`src/rtl/pg_idle_monitor.sv`:
```
// pg_idle_monitor: idle detector and power-down requester in front of the power/clock-gating sequencer.
// Latency: en falls on the edge that samples the idle_threshold-th consecutive idle cycle; traffic in OFF raises en 1 cycle later; status==1 in REQ_ON releases in_stall 1 cycle later.
// Backpressure: in_stall (all bits equal) is held high in every state except ACTIVE; upstream keeps in_valid asserted while stalled.
//
// Ports:
//   ck, rst          clock, synchronous active-high reset
//   in_valid[N_IN]   upstream per-channel valid (activity + wake source)
//   act_busy         domain-internal activity
//   status           sequencer status, 1 = domain fully on
//   idle_threshold   idle cycles before power-down, 0 = never power down
//   en               to sequencer: 1 = keep/bring on, 0 = request power-down
//   in_stall[N_IN]   stall to upstream producers
//   wake_pending     traffic was seen while the power-down request was in flight
//   err              sticky: sequencer reported "not on" while we believed it was on
//   pd_count[16]     power-down request counter, only when PG_EVENT_CNT_EN is defined
//
// Optional build macro: PG_EVENT_CNT_EN adds pd_count, a saturating count of
// ACTIVE->REQ_OFF transitions. Without it the port and counter do not exist.

module pg_idle_monitor #(
    parameter int N_IN   = 2,
    parameter int IDLE_W = 16
) (
    input  logic              ck,
    input  logic              rst,
    input  logic [N_IN-1:0]   in_valid,
    input  logic              act_busy,
    input  logic              status,
    input  logic [IDLE_W-1:0] idle_threshold,
    output logic              en,
    output logic [N_IN-1:0]   in_stall,
    output logic              wake_pending,
    output logic              err
`ifdef PG_EVENT_CNT_EN
    ,
    output logic [15:0]       pd_count
`endif
);

    typedef enum logic [1:0] {
        ST_ACTIVE  = 2'd0,
        ST_REQ_OFF = 2'd1,
        ST_OFF     = 2'd2,
        ST_REQ_ON  = 2'd3
    } state_t;

    state_t            r_state;
    logic [IDLE_W-1:0] r_idle_cnt;
    logic              r_en;
    logic              r_stall;
    logic              r_wake_pending;
    logic              r_err;
`ifdef PG_EVENT_CNT_EN
    logic [15:0]       r_pd_count;
`endif

    logic              w_any_valid;
    logic              w_activity;
    logic              w_idle_sat;
    logic [IDLE_W-1:0] w_thr_m1;
    logic              w_thr_hit;

    assign w_any_valid = |in_valid;
    assign w_activity  = w_any_valid | act_busy;
    assign w_idle_sat  = &r_idle_cnt;
    assign w_thr_m1    = idle_threshold - IDLE_W'(1);
    // Compare the count *before* this idle cycle against threshold-1 so the
    // request leaves on the edge that samples the threshold-th idle cycle.
    // Threshold zero would alias to all-ones, so it is excluded explicitly.
    assign w_thr_hit   = (idle_threshold != '0) && (r_idle_cnt == w_thr_m1);

    always_ff @(posedge ck) begin
        if (rst) begin
            r_state        <= ST_ACTIVE;
            r_idle_cnt     <= '0;
            r_en           <= 1'b1;
            r_stall        <= 1'b0;
            r_wake_pending <= 1'b0;
            r_err          <= 1'b0;
`ifdef PG_EVENT_CNT_EN
            r_pd_count     <= 16'd0;
`endif
        end else begin
            case (r_state)
                ST_ACTIVE: begin
                    // The sequencer must sit in its on state whenever we are
                    // ACTIVE; anything else is a handshake violation.
                    if (!status) begin
                        r_err <= 1'b1;
                    end
                    if (w_activity) begin
                        // Activity wins over a coincident threshold hit.
                        r_idle_cnt <= '0;
                    end else begin
                        if (!w_idle_sat) begin
                            r_idle_cnt <= r_idle_cnt + IDLE_W'(1);
                        end
                        if (w_thr_hit) begin
                            r_state <= ST_REQ_OFF;
                            r_en    <= 1'b0;
                            r_stall <= 1'b1;
`ifdef PG_EVENT_CNT_EN
                            if (r_pd_count != 16'hFFFF) begin
                                r_pd_count <= r_pd_count + 16'd1;
                            end
`endif
                        end
                    end
                end

                ST_REQ_OFF: begin
                    // The sequencer cannot abort once it has left its on
                    // state, so wake traffic is only remembered here and acted
                    // on once status confirms the power-down has started.
                    if (w_any_valid) begin
                        r_wake_pending <= 1'b1;
                    end
                    if (!status) begin
                        if (r_wake_pending || w_any_valid) begin
                            r_state <= ST_REQ_ON;
                            r_en    <= 1'b1;
                        end else begin
                            r_state <= ST_OFF;
                        end
                    end
                end

                ST_OFF: begin
                    // Internal activity cannot occur while gated; only
                    // upstream traffic wakes the domain.
                    if (w_any_valid) begin
                        r_state <= ST_REQ_ON;
                        r_en    <= 1'b1;
                    end
                end

                ST_REQ_ON: begin
                    if (status) begin
                        r_state        <= ST_ACTIVE;
                        r_stall        <= 1'b0;
                        r_wake_pending <= 1'b0;
                        r_idle_cnt     <= '0;
                    end
                end

                default: begin
                    r_state <= ST_ACTIVE;
                    r_en    <= 1'b1;
                    r_stall <= 1'b0;
                end
            endcase
        end
    end

    assign en           = r_en;
    assign in_stall     = {N_IN{r_stall}};
    assign wake_pending = r_wake_pending;
    assign err          = r_err;
`ifdef PG_EVENT_CNT_EN
    assign pd_count     = r_pd_count;
`endif

endmodule
```
`config.mk`:
```
export PLATFORM = sky130hd
export DESIGN_NAME = pg_idle_monitor
export DESIGN_NICKNAME = d
export VERILOG_FILES = /design/src/rtl/pg_idle_monitor.sv
export SDC_FILE = /design/constraint.sdc
export NUM_CORES = 1
export LEC_CHECK = 0
export ABC_AREA = 1
export BUFFER_PORTS_ARGS = -buffer_cell sky130_fd_sc_hd__buf_4
export CAP_MARGIN = 40
export CORE_ASPECT_RATIO = 0.6
export CORE_MARGIN = 3
export CORE_UTILIZATION = 52
export CTS_CLUSTER_SIZE = 12
export DETAILED_ROUTE_END_ITERATION = 6
export HOLD_SLACK_MARGIN = 0.03
export PLACE_DENSITY = 0.82
export SYNTH_ARGS = -nofsm -noshare
export SYNTH_HDL_FRONTEND = slang
export SYNTH_SLANG_ARGS = --single-unit
export TNS_END_PERCENT = 10
```
`constraint.sdc`:
```
create_clock -name ck -period 1.91 [get_ports ck]
set_input_delay 0.382 -clock ck [delete_from_list [all_inputs] [get_ports ck]]
set_output_delay 0.382 -clock ck [all_outputs]
set_load 0.01 [all_outputs]
```
Yosys cells after proc, flatten, opt, wreduce, memory -nomap -nowiden
Index checks and enable logic that the tools add are counted.
{ "totals": {"word_cells": 59, "ff_bits": 22, "inputBits": 22, "out_inout_bits": 5} }
{ "op_classes": {"n_eq_ne": 12, "n_addsub": 2, "n_mux": 22, "n_reduce_logical": 15, "bitwise": 2} }
{ "ops": {"columns": ["cell", "n"], "rows": [
  ["$mux 16", 3],
  ["$pmux 16 s2", 1],
  ["$add 16x1->16 const B", 1],
  ["$eq 16x16->1", 1],
  ["$reduce_and 16->1", 1],
  ["$reduce_bool 16->1", 1],
  ["$sub 16x1->16 const B", 1],
  ["$ne 2x2->1 const B", 7],
  ["$mux 2", 5],
  ["$mux 1", 9],
  ["$pmux 2 s4", 1],
  ["$reduce_and 3->1", 2],
  ["$reduce_and 6->1", 1],
  ["$reduce_and 5->1", 1],
  ["$eq 2x2->1 const B", 2],
  ["$pmux 1 s2", 2],
  ["$reduce_and 4->1", 1],
  ["$reduce_bool 2->1", 2],
  ["$ne 3x3->1 const B", 1],
  ["$pmux 1 s3", 1],
  ["$reduce_bool 3->1", 1],
  ["$eq 2x1->1 const B", 1],
  ["$logic_not 2->1", 1],
  ["$reduce_and 2->1", 1],
  ["other kinds (5)", 5]
]} }

Longest topological paths before layout
{ "logic_depth": {"ltp_word": 6, "mapped_depth": 18, "mapped_depth_nobuf": 17} }

Worst setup path after synthesis
Ideal clock, no wire load.
{ "synth_timing": {"path_kind": "input-to-reg", "from": "input port idle_threshold[0]", "to": "register r_en, in the netlist en", "t_arrival_ns": 1.755, "required_time_ns": 1.787, "slack_ns": 0.032, "n_path_buf": 1, "cell_stages": 14, "setup_time_ns": 0.123, "path_cell_list": "inv_2 > ha_1 > buf_2 > nand2_2 > nor2_1 > nand3_1 > xor2_1 > inv_2 > nor2_1 > nand2_1 > nand2_2 > nand3_1 > nand2_1 > nand3_1"} }
{ "synth_via": {"elab_chain_cells": 5, "elab_cells_between_ends": 6, "classes_between": "1 x add/sub; 2 x eq/ne; 3 x reduce/logical"} }
{ "synth_rtl": {"columns": ["item", "line_no", "source"], "rows": [
  ["from (decl)", "29", "input logic [IDLE_W-1:0] idle_threshold,"],
  ["$sub 16x1->16", "66", "assign w_thr_m1 = idle_threshold - IDLE_W'(1);"],
  ["$eq 16x16->1", "70", "assign w_thr_hit = (idle_threshold != '0) && (r_idle_cnt == w_thr_m1);"],
  ["$logic_and 1x1->1 *", "70", null],
  ["$ne 2x2->1 (no line) *", null, null],
  ["$reduce_and 6->1 (no line) *", null, null],
  ["to (signal assigned)", "76", "r_en <= 1'b1;"],
  ["to (signal assigned)", "100", "r_en <= 1'b0;"],
  ["to (signal assigned)", "121", "r_en <= 1'b1;"],
  ["to (decl)", "49", "logic r_en;"]
]} }
Mark *: on every way between the ends. The rest lies on a longest branch, timed or not.
A chain may end at the register's enable or synchronous reset.

Worst setup path after layout
{ "layout_timing": {"from": "input port idle_threshold[1]", "to": "register r_state[0]"} }
{ "layout_via": {"elab_chain_cells": 5, "elab_cells_between_ends": 6, "classes_between": "1 x add/sub; 2 x eq/ne; 3 x reduce/logical"} }
{ "layout_rtl": {"columns": ["item", "line_no", "source"], "rows": [
  ["$sub 16x1->16", "66", null],
  ["$eq 16x16->1", "70", null],
  ["$logic_and 1x1->1 *", "70", null],
  ["$ne 2x2->1 (no line) *", null, null],
  ["$reduce_and 5->1 (no line) *", null, null],
  ["to (signal assigned)", "74", "r_state <= ST_ACTIVE;"],
  ["to (signal assigned)", "99", "r_state <= ST_REQ_OFF;"],
  ["to (signal assigned)", "120", "r_state <= ST_REQ_ON;"],
  ["to (decl)", "47", "state_t r_state;"]
]} }
Marks and branches as above.

==> flow_metrics.tcl <==
set metrics [dict create \
    period_share_pct 95.22 \
    drive_gt1_share_pct 26.84 \
    wl_met3_um 632 \
    period_minus_slack_ns 1.819 \
    crit_path_max_fanout 7 \
    highest_layer "met4" \
    met1_length_um 2658 \
    clockBufferDepth 2 \
    status "completed" \
    antenna_left 0 \
    arrival_ns 2.02 \
    synth.avg_cell_area_sq_um 6.026 \
    die_h_um 52.80 \
    fin_area_sq_mm 0.002565 \
    yosysSeqAreaShare_pct 23.20 \
    cts_buffers 3 \
    p_leak_nw 1.222 \
    synthMuxAreaShare_pct 0 \
    register_area_sq_um 445.4 \
    synthDistinctLibCells 35 \
    vias 2306 \
    final_common_cell "nand2_1" \
    peakVddDrop_mv 0.6967 \
    grt_pass1_wl_um 9094 \
    grt_usage_pct 25.33 \
    worstPathRequired_ns 2.11 \
    clock.fmax_mhz 549.8 \
    whs_ns 0.3418 \
    core_sq_mm 0.003383 \
    worstMarginPinSlew_ns 0.3400 \
    hold_buffers 0 \
    syn-num-nets 344 \
    wl_um 5677 \
    finalSetupViolations 0 \
    hold_viol 0 \
    fillers 248 \
    synthAdderAreaFrac_pct 4.614 \
    htree_levels 1 \
    hold_path.class "primary input to register" \
    ioPinCount 27 \
    synth-simple-area-share_pct 43.38 \
    io_buffers 26 \
    overflow 0 \
    grt_max_degree 14 \
    place_area_sq_mm 0.002400 \
    cts.sinks 22 \
    first_pass_iters 5 \
    antenna_found_initial 0 \
    synth_top_family_by_area "simple AND/OR/NAND/NOR gates" \
    clk_latency_ns 0.27 \
    met2_length_um 2290 \
    syn_to_final_growth_pct 35.14 \
    fp-row-count 16 \
    start_util_pct 56.10 \
    yosysWarningCount 0 \
    synth-xor-area-share_pct 7.647 \
    drv.max_cap_violation_count 0 \
    mostFrequentLayoutCells "nand2_1, buf_4, nor2_1" \
    clockRootBuffer "clkbuf_8" \
    fin_nets 410 \
    dpl.hpwl_um 4297 \
    grt_pass1_vias 2068 \
    rsz0062_at_grt "true" \
    power.density_mw_per_mm2 429.9 \
    critPathKind "primary input to register" \
    slew_headroom_pct 77.16 \
    fp.dieW_um 84.00 \
    clk_pin_slew_worst_paths_ns 0.08 \
    gp_congestion 0.8847 \
    clock_skew_ns 0.002957 \
    antenna_cells 0 \
    drv_slew 0 \
    syn_area_sq_mm 0.001898 \
    multi_input_comb_area_sq_mm 0.001320 \
    netlist_instances 315 \
    dr.first_iter.drc_count 196 \
    synth_compound_area_share_pct 10.02 \
    endpoint_kind "register" \
    die_area_sq_mm 0.004435 \
    start_kind "primary input" \
    drc 0 \
    wl_per_cell_um 13.36 \
    vias_per_cell 5.426 \
    cts_tree "built" \
    ys_seq_elements 22 \
]
==> flip-flops by register name (all words and copies together), names as in the netlist <==
name          flops
en                1
wake_pending      1
r_stall           1
err               1
r_idle_cnt       16
r_state           2
==> synth_stat cells, drive strengths merged <==
cell type	n	area, sq um
nand2	85	339.1
nor2	56	244.0
inv	49	183.9
nand3	25	130.1
dfxtp	22	440.4
o21ai	16	83.83
xor2	12	105.1
a21oi	9	45.04
ha	7	87.58
nand4	7	43.79
nor3	5	25.02
buf	3	20.01
a211oi	2	15.01
a221oi	2	17.52
a22oi	2	15.01
clkinv	2	7.510
nand3b	2	15.01
xnor2	2	17.52
and2	1	6.260
and3	1	6.260
nor3b	1	7.510
nor4	1	6.260
o22ai	1	6.260
o31ai	1	7.510
xnor3	1	22.52
==> critical path: stages <==
cell     delay (ns)
buf_4          0.11
inv_1          0.08
ha_4           0.18
nand2_1        0.08
nor2_2         0.13
nand3_1        0.12
nand3_1        0.09
nand2_1        0.06
nor2_1         0.12
nand2_1        0.07
nor2_1         0.12
nand2_1        0.10
nand2_4        0.10
nand3_2        0.08
nand2_1        0.07
inv_1          0.04
nor2_1         0.10
==> kinds of logic after synthesis <==
kind of cell               count (synthesis)
adders and majority gates                  7
AOI/OAI and AO/OA                         33
and+or+nand+nor                          184
xor gates and xnor gates                  15
buffers and inverters                     54
DFF                                       22
==> layout make-up <==
| class | instances | share of cell area, % |
|---|---|---|
| multi-input combinational | 239 | 51.46 |
| inverter | 51 | 7.463 |
| timing repair buffer | 64 | 18.73 |
| clock buffer | 3 | 1.610 |
| sequential | 22 | 17.37 |
| tap | 45 | 2.195 |
| clock inverter | 1 | 1.171 |
==> timing repair <==
item                                    CTS  global route
gates resized for setup                   5            17
buffers inserted                          0             2
endpoints found under the setup margin    8            12
pin swaps                                 0             2
cloned                                    0             0
endpoints found under the hold margin     0             0
==> routing by layer <==
metal	vias to the layer above	global-route usage [%]
li1	1128	-
met1	1040	35.67
met3	14	5.965
met4	0	5.348
met5	-	0
met2	124	39.45
==> through the flow <==
stage	util, %	setup TNS (ns)	setup slack [ns]	cells	power [mW]
after CTS	73.22	0	0.002060	423	1.095
after global placement	70.93	-0.7118	-0.1929	419	0.6603
after detailed placement	70.93	-1.257	-0.3511	419	0.6650
after global routing	75.81	-0.1805	-0.06903	425	1.141
final	75.81	0	0.09121	425	1.103
after floorplan	-	0	0.03214	315	0.5667
==> final timing paths <==
| check | start | to | slack, ns | cells past startpoint |
|---|---|---|---|---|
| worst max-delay path | idle_threshold[1] | r_state[0]$_SDFFE_PP0P_ | 0.09 | 17 |
| worst min-delay path | rst | err$_SDFFE_PP0P_ | 0.34 | 2 |
| worst max register to register | r_state[0]$_SDFFE_PP0P_ | r_idle_cnt[13]$_SDFFE_PP0P_ | 0.10 | 15 |
| worst min register to register | err$_SDFFE_PP0P_ | err$_SDFFE_PP0P_ | 0.49 | 2 |
==> where the power goes <==
group          leakage, nW  internal [mW]  switching [mW]
combinational         1.01         0.0955           0.106
sequential           0.179          0.459         0.00125
clock               0.0357          0.280           0.161
total                 1.22          0.835           0.268
(Power assumes the default switching activity.)
